[src/rtl/mem_arb_pkg.sv]
// mem_arb_pkg: types, constants and the arbitration helper that
// mem_port_arbiter uses.
//   arb_state_e : FSM encoding (IDLE / ISSUE / RESP)
//   REQ_I/REQ_D : requester IDs, also the value carried on `grant`
//   arb_winner  : picks the requester to serve next from the two requests
package mem_arb_pkg;

    typedef enum logic [1:0] {
        ST_IDLE  = 2'd0,
        ST_ISSUE = 2'd1,
        ST_RESP  = 2'd2
    } arb_state_e;

    localparam logic REQ_I = 1'b0;
    localparam logic REQ_D = 1'b1;

    // A single requester always wins. On a tie, round-robin hands the port
    // to whoever was not granted last; otherwise the load/store side wins.
    function automatic logic arb_winner(
        input logic i_req_s,
        input logic d_req_s,
        input logic owner_s,
        input logic rr_en_s
    );
        logic win_s;
        if (i_req_s && d_req_s) begin
            if (rr_en_s) begin
                win_s = ~owner_s;
            end else begin
                win_s = REQ_D;
            end
        end else if (d_req_s) begin
            win_s = REQ_D;
        end else begin
            win_s = REQ_I;
        end
        return win_s;
    endfunction

endpackage

[src/rtl/Mux2_32.sv]
// Mux2_32: 32-bit two-input multiplexer shared by the address and
// write-data paths of the memory port.
//   sel_i : 0 selects a_i, 1 selects b_i
//   a_i   : input 0
//   b_i   : input 1
//   y_o   : selected value
module Mux2_32 (
    input  logic        sel_i,
    input  logic [31:0] a_i,
    input  logic [31:0] b_i,
    output logic [31:0] y_o
);

    assign y_o = sel_i ? b_i : a_i;

endmodule

[src/rtl/mem_port_arbiter.sv]
// mem_port_arbiter: shares the single 32-bit memory port between the
// instruction-fetch requester (I) and the load/store requester (D). One
// transaction is in flight at a time: IDLE -> ISSUE -> RESP -> IDLE.
//
// Parameter:
//   TIMEOUT : max ISSUE cycles without mem_ready before the owner gets an
//             error response; 0 waits forever.
// Build option:
//   MEM_ARB_ROUND_ROBIN_EN : when defined, ties alternate between I and D;
//                            when undefined, D always wins ties.
// Ports:
//   clk, rst_n                   : clock, async active-low reset
//   i_req/i_addr                 : fetch request, held until i_ack
//   i_ack/i_err/i_rdata          : fetch response (one-cycle strobe)
//   d_req/d_we/d_addr/d_wdata    : load/store request, held until d_ack
//   d_ack/d_err/d_rdata          : load/store response (one-cycle strobe)
//   mem_req/mem_we/mem_addr/mem_wdata : memory request, held until mem_ready
//   mem_ready/mem_rdata          : memory completion and read data
//   grant                        : current owner (0 = I, 1 = D)
module mem_port_arbiter
    import mem_arb_pkg::*;
#(
    parameter int TIMEOUT = 64
) (
    input  logic        clk,
    input  logic        rst_n,
    input  logic        i_req,
    input  logic [31:0] i_addr,
    output logic        i_ack,
    output logic        i_err,
    output logic [31:0] i_rdata,
    input  logic        d_req,
    input  logic        d_we,
    input  logic [31:0] d_addr,
    input  logic [31:0] d_wdata,
    output logic        d_ack,
    output logic        d_err,
    output logic [31:0] d_rdata,
    output logic        mem_req,
    output logic        mem_we,
    output logic [31:0] mem_addr,
    output logic [31:0] mem_wdata,
    input  logic        mem_ready,
    input  logic [31:0] mem_rdata,
    output logic        grant
);

    localparam logic [1:0] IDLE  = ST_IDLE;
    localparam logic [1:0] ISSUE = ST_ISSUE;
    localparam logic [1:0] RESP  = ST_RESP;

    // A zero TIMEOUT still needs a legal (unused) one-bit counter.
    localparam int            CW       = (TIMEOUT > 0) ? $clog2(TIMEOUT + 1) : 1;
    localparam logic          TO_EN    = (TIMEOUT > 0) ? 1'b1 : 1'b0;
    localparam logic [CW-1:0] CNT_LAST = (TIMEOUT > 0) ? CW'(TIMEOUT - 1) : '0;

`ifdef MEM_ARB_ROUND_ROBIN_EN
    localparam logic RR_EN = 1'b1;
`else
    localparam logic RR_EN = 1'b0;
`endif

    logic [1:0]    state_q, state_d;
    logic          grant_q, grant_d;
    logic          owner_q, owner_d;
    logic          err_q, err_d;
    logic [CW-1:0] cnt_q, cnt_d;
    logic [31:0]   i_rdata_q, i_rdata_d;
    logic [31:0]   d_rdata_q, d_rdata_d;

    logic          winner_s;
    logic          timeout_s;
    logic          issue_s;
    logic          resp_s;
    logic [31:0]   addr_mux_s;
    logic [31:0]   wdata_mux_s;

    // With round-robin off, RR_EN masks owner_q inside the helper.
    assign winner_s  = arb_winner(i_req, d_req, owner_q, RR_EN);
    assign timeout_s = TO_EN & (cnt_q == CNT_LAST);
    assign issue_s   = (state_q == ISSUE);
    assign resp_s    = (state_q == RESP);

    // The fetch side never writes, so its write-data leg is tied to zero.
    Mux2_32 u_addr_mux (
        .sel_i (grant_q),
        .a_i   (i_addr),
        .b_i   (d_addr),
        .y_o   (addr_mux_s)
    );

    Mux2_32 u_wdata_mux (
        .sel_i (grant_q),
        .a_i   (32'h0000_0000),
        .b_i   (d_wdata),
        .y_o   (wdata_mux_s)
    );

    // Next-state logic for FSM, grant/owner, wait counter and response data.
    always_comb begin
        state_d   = state_q;
        grant_d   = grant_q;
        owner_d   = owner_q;
        err_d     = err_q;
        cnt_d     = cnt_q;
        i_rdata_d = i_rdata_q;
        d_rdata_d = d_rdata_q;
        case (state_q)
            IDLE: begin
                if (i_req || d_req) begin
                    grant_d = winner_s;
                    owner_d = winner_s;
                    cnt_d   = '0;
                    state_d = ISSUE;
                end else begin
                    state_d = IDLE;
                end
            end
            ISSUE: begin
                // A completion in the last allowed cycle beats the timeout.
                if (mem_ready) begin
                    state_d = RESP;
                    err_d   = 1'b0;
                    if (grant_q == REQ_D) begin
                        d_rdata_d = mem_rdata;
                    end else begin
                        i_rdata_d = mem_rdata;
                    end
                end else if (timeout_s) begin
                    state_d = RESP;
                    err_d   = 1'b1;
                    if (grant_q == REQ_D) begin
                        d_rdata_d = 32'h0000_0000;
                    end else begin
                        i_rdata_d = 32'h0000_0000;
                    end
                end else begin
                    cnt_d = cnt_q + CW'(1);
                end
            end
            RESP: begin
                state_d = IDLE;
            end
            default: begin
                state_d = IDLE;
            end
        endcase
    end

    // State registers; owner resets to D so round-robin favours I first.
    always_ff @(posedge clk or negedge rst_n) begin
        if (!rst_n) begin
            state_q   <= IDLE;
            grant_q   <= REQ_I;
            owner_q   <= REQ_D;
            err_q     <= 1'b0;
            cnt_q     <= '0;
            i_rdata_q <= 32'h0000_0000;
            d_rdata_q <= 32'h0000_0000;
        end else begin
            state_q   <= state_d;
            grant_q   <= grant_d;
            owner_q   <= owner_d;
            err_q     <= err_d;
            cnt_q     <= cnt_d;
            i_rdata_q <= i_rdata_d;
            d_rdata_q <= d_rdata_d;
        end
    end

    // Memory-side outputs are gated by ISSUE so they read zero otherwise.
    assign mem_req   = issue_s;
    assign mem_we    = issue_s & grant_q & d_we;
    assign mem_addr  = issue_s ? addr_mux_s  : 32'h0000_0000;
    assign mem_wdata = issue_s ? wdata_mux_s : 32'h0000_0000;
    assign grant     = grant_q;

    assign i_ack   = resp_s & ~grant_q;
    assign d_ack   = resp_s & grant_q;
    assign i_err   = i_ack & err_q;
    assign d_err   = d_ack & err_q;
    assign i_rdata = i_rdata_q;
    assign d_rdata = d_rdata_q;

endmodule
[config.mk]
export PLATFORM = sky130hd
export DESIGN_NAME = mem_port_arbiter
export DESIGN_NICKNAME = d
export VERILOG_FILES = /design/src/rtl/mem_arb_pkg.sv /design/src/rtl/Mux2_32.sv /design/src/rtl/mem_port_arbiter.sv
export SDC_FILE = /design/constraint.sdc
export NUM_CORES = 1
export LEC_CHECK = 0
export BUFFER_PORTS_ARGS = -buffer_cell sky130_fd_sc_hd__buf_2
export CAP_MARGIN = 20
export CORE_AREA = 2 2 105 107
export CTS_BUF_LIST = sky130_fd_sc_hd__clkbuf_8
export DETAILED_ROUTE_END_ITERATION = 10
export DIE_AREA = 0 0 107 109
export HOLD_SLACK_MARGIN = 0.06
export PLACE_DENSITY = 0.77
export SYNTH_ARGS = -nofsm -noshare
export SYNTH_HDL_FRONTEND = slang
export SYNTH_SLANG_ARGS = --single-unit
[constraint.sdc]
create_clock -name clk -period 2.3 [get_ports clk]
set_input_delay 0.69 -clock clk [delete_from_list [all_inputs] [get_ports clk]]
set_output_delay 0.69 -clock clk [all_outputs]
set_load 0.05 [all_outputs]
==> results_dict.tcl, run 1 <==
set metrics [dict create \
    htree_levels 3 \
    num_io_pins 269 \
    critical_path.endpoint_type "output port" \
    crit_arrival_ns 1.62 \
    violations_in_the_final_reports "negative setup slack" \
    yosys_warnings 0 \
    timing.clock.skew_ns 0.00635 \
    grt-ovfl-total 0 \
    final_number_of_hold_violating_endpoints 0 \
    timing.fmax_mhz 432 \
    pin_count_of_the_biggest_net_entering_global_routing 54 \
    fill_cells 956 \
    die-width_um 107 \
    rows 38 \
    max_slew.worst_pin.slew_ns 0.436 \
    detail_route.vias_per_cell 5.05 \
    synthDistinctLibCells 37 \
    antenna_cells_inserted 0 \
    cts_tree "built" \
    holdCritPathClass "primary input to async pin" \
    power.switching_fraction 0.551 \
    result_of_the_run "complete, but fails checks" \
    starting_utilization_of_the_core_area 0.339 \
    final-setup-viol-count 1 \
    finalWeightedCongestion 0.870 \
    syn_to_final_growth_pct 58.8 \
    ys_ff_latch 75 \
    post_drt_wl_per_cell_um 17.3 \
    p_switching_mw 5.22 \
    grtUsageTotal 0.196 \
    cts.path.max_buffers 2 \
    critical_path_required_ns 1.61 \
    timing_max_transition_violations_final 0 \
    kind_of_critical_path "register to output port" \
    die-height_um 109 \
    period_utilization_post_route 1.01 \
    combPwrFrac 0.657 \
    final_period_minus_worst_setup_slack_ns 2.31 \
    cts_made_buffers 9 \
    routed_wirelength_um 12600 \
    finalWorstSetupSlack_ns -0.0131 \
    syn_inst 317 \
    wire_length_of_the_first_global_routing_pass_um 17900 \
    leakage_nw 3.19 \
    design.final.nets 719 \
    drt_pre_antenna_iters 4 \
    first_global_vias 3487 \
    via_count 3680 \
    syn-cell-area_um2 3600 \
    finish.cell_count_without_fillers 728 \
    place.detailed.hpwl_um 9120 \
    sequentialPowerShare 0.236 \
    post-place-cells 708 \
    dieArea_um2 11700 \
    drt_first_iter_violations 224 \
    root_buffer "sky130_fd_sc_hd__clkbuf_8" \
    timing.critical_path.fanout_max 27 \
    numClockSinks 75 \
    ir_worst_vdd_mv 0.986 \
    maxSlewHeadroom 0.710 \
    grt_setup_unrepaired "true" \
    syn_nets 452 \
    power.internal_mw 4.25 \
    power_density_nw_per_um2 1660 \
    whs_ns 0.224 \
    placeableCoreArea_um2 10600 \
    portBuffers 268 \
    seq_area_frac_synth 0.522 \
    drive_gt1_frac 0.609 \
    drtAntennaViolNets 0 \
    setup.worst_path.start_class "register" \
    path_clk_slew_ns 0.08 \
    p_clk_frac 0.108 \
    insertion_delay_ns 0.34 \
    drcViolationCount 0 \
    antenna_found_initial 0 \
    postSynthAreaPerCell_um2 11.3 \
    drv_cap 0 \
]
[per-layer routing]
metal / up-vias / GRT usage / routed length, µm
li1: 1711 / - / -
met1: 1745 / 0.240 / 4890
met2: 205 / 0.338 / 6380
met3: 19 / 0.0496 / 1050
met4: 0 / 0.0705 / 240
met5: - / 0 / 0
[layout by cell type (no fill, tap or decap), drive strengths merged, types with 4 or more instances in the layout]
| master | n |
|---|---|
| and3 | 34 |
| inv | 4 |
| buf | 263 |
| nand2 | 7 |
| dfrtp | 75 |
| a22o | 65 |
| mux2i | 33 |
| clkbuf | 33 |
| nor2 | 34 |
| nand3 | 4 |
[repair_timing]
action | 4_1_cts | 5_1_grt
endpoints found under the setup margin | 67 | 66
gates resized for setup | 42 | 43
gates cloned | 0 | 2
pin swaps | 1 | 1
buffers inserted | 2 | 1
hold buffers | 0 | 0
[cell usage after synthesis, drive strengths merged]
cell,instances,share of area
mux2i,33,0.092
nor2,34,0.036
a22o,65,0.16
o221ai,1,0.0024
nand2,7,0.0073
nand3b,2,0.0052
inv,4,0.0042
clkbuf,8,0.0083
a21boi,1,0.0021
or3b,1,0.0024
dfrtp,75,0.52
nand2b,2,0.0035
buf,22,0.040
nor3,2,0.0028
o211ai,1,0.0021
o21ai,2,0.0028
o21bai,1,0.0052
o21a,1,0.0021
or2,1,0.0017
and2,3,0.0052
or3,2,0.0035
ha,1,0.0035
nor3b,2,0.0042
and3b,1,0.0024
o311ai,3,0.0073
o22ai,1,0.0017
and3,34,0.059
a31oi,1,0.0017
a21oi,2,0.0028
nand3,4,0.0083
[final timing paths]
path,from,slack (ns),cells after the start,endpoint
hold / removal,rst_n,0.22,1,i_rdata[20]
hold reg to reg,i_rdata[28],0.50,1,i_rdata[28]
setup reg to reg,cnt_q[0],0.50,6,d_rdata[1]
setup / recovery,grant,-0.01,4,mem_addr[17]
min in group clk,i_rdata[28],0.50,1,i_rdata[28]
max in group asynchronous,rst_n,1.56,2,d_rdata[4]
[critical path: stages, from the launching register on]
cell	delay, ns
sky130_fd_sc_hd__dfrtp_2	0.47
sky130_fd_sc_hd__buf_12	0.22
sky130_fd_sc_hd__mux2i_1	0.31
sky130_fd_sc_hd__nor2_2	0.07
sky130_fd_sc_hd__clkbuf_4	0.22
[through the flow]
stage	worst slack (ns)	util	area (µm²)	setup TNS (ns)	power, mW
after global placement	0.228	0.492	5220	0	7.99
final	-0.0131	0.539	5710	-0.0131	9.46
after CTS	-0.0521	0.523	5550	-0.241	9.28
after floorplan	-0.0752	-	3740	-0.0752	6.75
after global routing	-0.0673	0.539	5710	-0.107	9.88
after detailed placement	0.211	0.492	5220	0	8.08
[power by group through the flow]
stage / logic [mW] / clock network, mW / registers (mW)
final: 6.21 / 1.02 / 2.23
after global routing: 6.48 / 1.11 / 2.29
after CTS: 6.02 / 1.05 / 2.21
after detailed placement: 5.82 / 0 / 2.25
after global placement: 5.76 / 0 / 2.23
after floorplan: 2.69 / 0 / 4.05
[sequential cells by signal (all words and copies together), names as in the netlist]
register,count
state_q,2
err_q,1
i_rdata,32
grant,1
d_rdata,32
cnt_q,7
[layout make-up]
cell class,instances,area [µm²],area share
clock buffers,10,138,0.0241
clock inverters,5,62.6,0.0110
inverters,4,27.5,0.00482
multi-input cells,208,1680,0.294
flip-flops and latches,75,1880,0.329
well taps,140,175,0.0307
repair buffers,286,1750,0.306
[kinds of logic after synthesis]
kind of cell | synth area share
simple gates | 0.142
compound gates | 0.189
mux | 0.0918
flops | 0.522
buf+inv | 0.0525
fa+ha+maj | 0.00348
Note: power is estimated with default switching activity, not from simulation.
==> inputs of run 2 (changes only) <==
CORE_AREA = 2 2 104 106   (was 2 2 105 107)
DIE_AREA = 0 0 106 108   (was 0 0 107 109)
PLACE_DENSITY = 0.78   (was 0.77)
clock period = 2.9 ns   (was 2.3 ns; I/O delays follow)
==> results_dict.tcl, run 2 (synthesis results as in run 1) <==
set metrics [dict create \
    power.internal_mw 3.14 \
    crit_path_cell_trace "nand2b_1 -> inv_4 -> and3_1 -> buf_2" \
    drtAntennaViolNets 0 \
    timing.critical_path.slowest_stage_cell "sky130_fd_sc_hd__dfrtp_1" \
    die-width_um 106 \
    timing.clock.skew_ns 0.00978 \
    antenna_found_initial 0 \
    crit_arrival_ns 1.79 \
    final_period_minus_worst_setup_slack_ns 2.66 \
    final-seq-area_um2 1880 \
    final_design_area_no_fill_um2 5270 \
    starting_utilization_of_the_core_area 0.352 \
    cts_hold_buf 0 \
    setup.worst_path.start_class "register" \
    portBuffers 268 \
    critical_path.top_delay_family "flip-flops" \
    cp_num_cells 4 \
    worst_hold_path.num_cells 1 \
    root_buffer "sky130_fd_sc_hd__clkbuf_8" \
    postPlaceCellArea_um2 5050 \
    grtUsageTotal 0.202 \
    kind_of_critical_path "register to output port" \
    combPwrFrac 0.623 \
    htree_levels 3 \
    drcViolationCount 0 \
    drt_pre_antenna_iters 4 \
    final_cell_mix "sky130_fd_sc_hd__buf_2, sky130_fd_sc_hd__dfrtp_1, sky130_fd_sc_hd__a22o_1" \
    whs_ns 0.496 \
    cp_slowest_stage_delay_ns 0.54 \
    pin_count_of_the_biggest_net_entering_global_routing 76 \
    grt-ovfl-total 0 \
    post-place-cells 701 \
    dp_slack_ns 0.500 \
    dieArea_um2 11400 \
    max_slew.worst_pin.slew_ns 0.798 \
    worst-r2r-cell-count 5 \
    maxSlewHeadroom 0.465 \
    die-height_um 108 \
    placeableCoreArea_um2 10200 \
    via_count 3682 \
    finalWeightedCongestion 0.931 \
    place.detailed.hpwl_um 9160 \
    finalWorstSetupSlack_ns 0.237 \
    num_io_pins 269 \
    post_drt_wl_per_cell_um 17.0 \
    detail_route.vias_per_cell 5.14 \
    final_util 0.515 \
    result_of_the_run "finished, final reports clean" \
    wire_length_of_the_first_global_routing_pass_um 18200 \
    syn_to_final_growth_pct 46.4 \
    cts_tree "built" \
    multiInputGateArea_um2 1540 \
    routed_wirelength_um 12200 \
    power_density_nw_per_um2 1360 \
    ir_worst_vdd_mv 0.768 \
    final-setup-viol-count 0 \
    final_number_of_hold_violating_endpoints 0 \
    design.final.nets 711 \
    critical_path.endpoint_type "output port" \
    insertion_delay_ns 0.34 \
    cts.path.max_buffers 2 \
    holdCritPathClass "register to register" \
    finish.cell_count_without_fillers 717 \
    rows 37 \
    timing.fmax_mhz 375 \
    grt_setup_unrepaired "false" \
    cts_made_buffers 9 \
    period_utilization_post_route 0.918 \
    antenna_cells_inserted 0 \
    p_clk_frac 0.122 \
    drt_first_iter_violations 276 \
    critical_path_required_ns 2.03 \
    power.switching_fraction 0.560 \
    path_buf_inv 2 \
    totalNegativeSetupSlack_ns 0 \
    sequentialPowerShare 0.255 \
    path_clk_slew_ns 0.08 \
    leakage_nw 3.15 \
    layout_commonest_cell "sky130_fd_sc_hd__buf_2" \
    fill_cells 919 \
    timing_max_transition_violations_final 0 \
    timing.critical_path.fanout_max 40 \
    drv_cap 0 \
    drive_gt1_frac 0.522 \
    power.total_mw 7.14 \
    reg2reg_setup_slack_ns 0.62 \
    numClockSinks 75 \
    first_global_vias 3604 \
    p_switching_mw 4.00 \
]
-- run 2: changes by cell type in the layout (fill, tap and decap cells not counted), moves of 3 or more --
cell	before	now
sky130_fd_sc_hd__and3_2	3	0
sky130_fd_sc_hd__mux2i_2	3	0
sky130_fd_sc_hd__nor2_2	32	1
sky130_fd_sc_hd__buf_6	3	0
sky130_fd_sc_hd__and3_1	26	34
sky130_fd_sc_hd__mux2i_1	30	33
sky130_fd_sc_hd__buf_12	5	2
sky130_fd_sc_hd__and3_4	5	0
sky130_fd_sc_hd__buf_2	205	268
sky130_fd_sc_hd__nor2_1	1	33
sky130_fd_sc_hd__clkbuf_4	21	0
sky130_fd_sc_hd__buf_4	49	8
-- run 2: worst reg2reg max path: cells and delay by family (launching register included) --
kind | cells | cell delay, ns
adders and majority gates | 1 | 0.23
AOI/OAI and AO/OA | 2 | 0.72
DFF | 1 | 0.41
and+or+nand+nor | 2 | 0.80
-- run 2: per-layer routing --
metal	wire (µm)	vias to the layer above	GRT usage
li1	-	1690	-
met1	4630	1769	0.237
met2	6350	204	0.364
met3	961	19	0.0524
met4	214	0	0.0639
met5	0	-	0
-- run 2: power by group through the flow --
stage	Clock, mW	Sequential [mW]	Combinational (mW)
after detailed placement	0	1.83	4.46
final	0.870	1.82	4.45
after global routing	0.940	1.88	4.65
after global placement	0	1.81	4.40
after CTS	0.890	1.82	4.47
after floorplan	0	3.21	2.01
-- run 2: cell type report --
type,count,area share
Tap cell,136,0.0323
Inverter,4,0.00333
Sequential cell,75,0.357
Clock buffer,9,0.0235
Clock inverter,7,0.0178
Timing Repair Buffer,278,0.274
Multi-Input combinational cell,208,0.293
-- run 2: path summary, 6_finish.rpt --
path | startpoint | endpoint
min reg2reg | i_rdata[28] | i_rdata[28]
min | i_rdata[28] | i_rdata[28]
min in group asynchronous | rst_n | d_rdata[15]
max reg2reg | cnt_q[0] | i_rdata[13]
max in group asynchronous | rst_n | grant
max | state_q[0] | mem_wdata[28]
-- run 2: repair_timing --
action	CTS	global route
setup endpoints to repair	0	33
resized for setup	0	2
hold endpoints to repair	0	0
buffers inserted	0	0
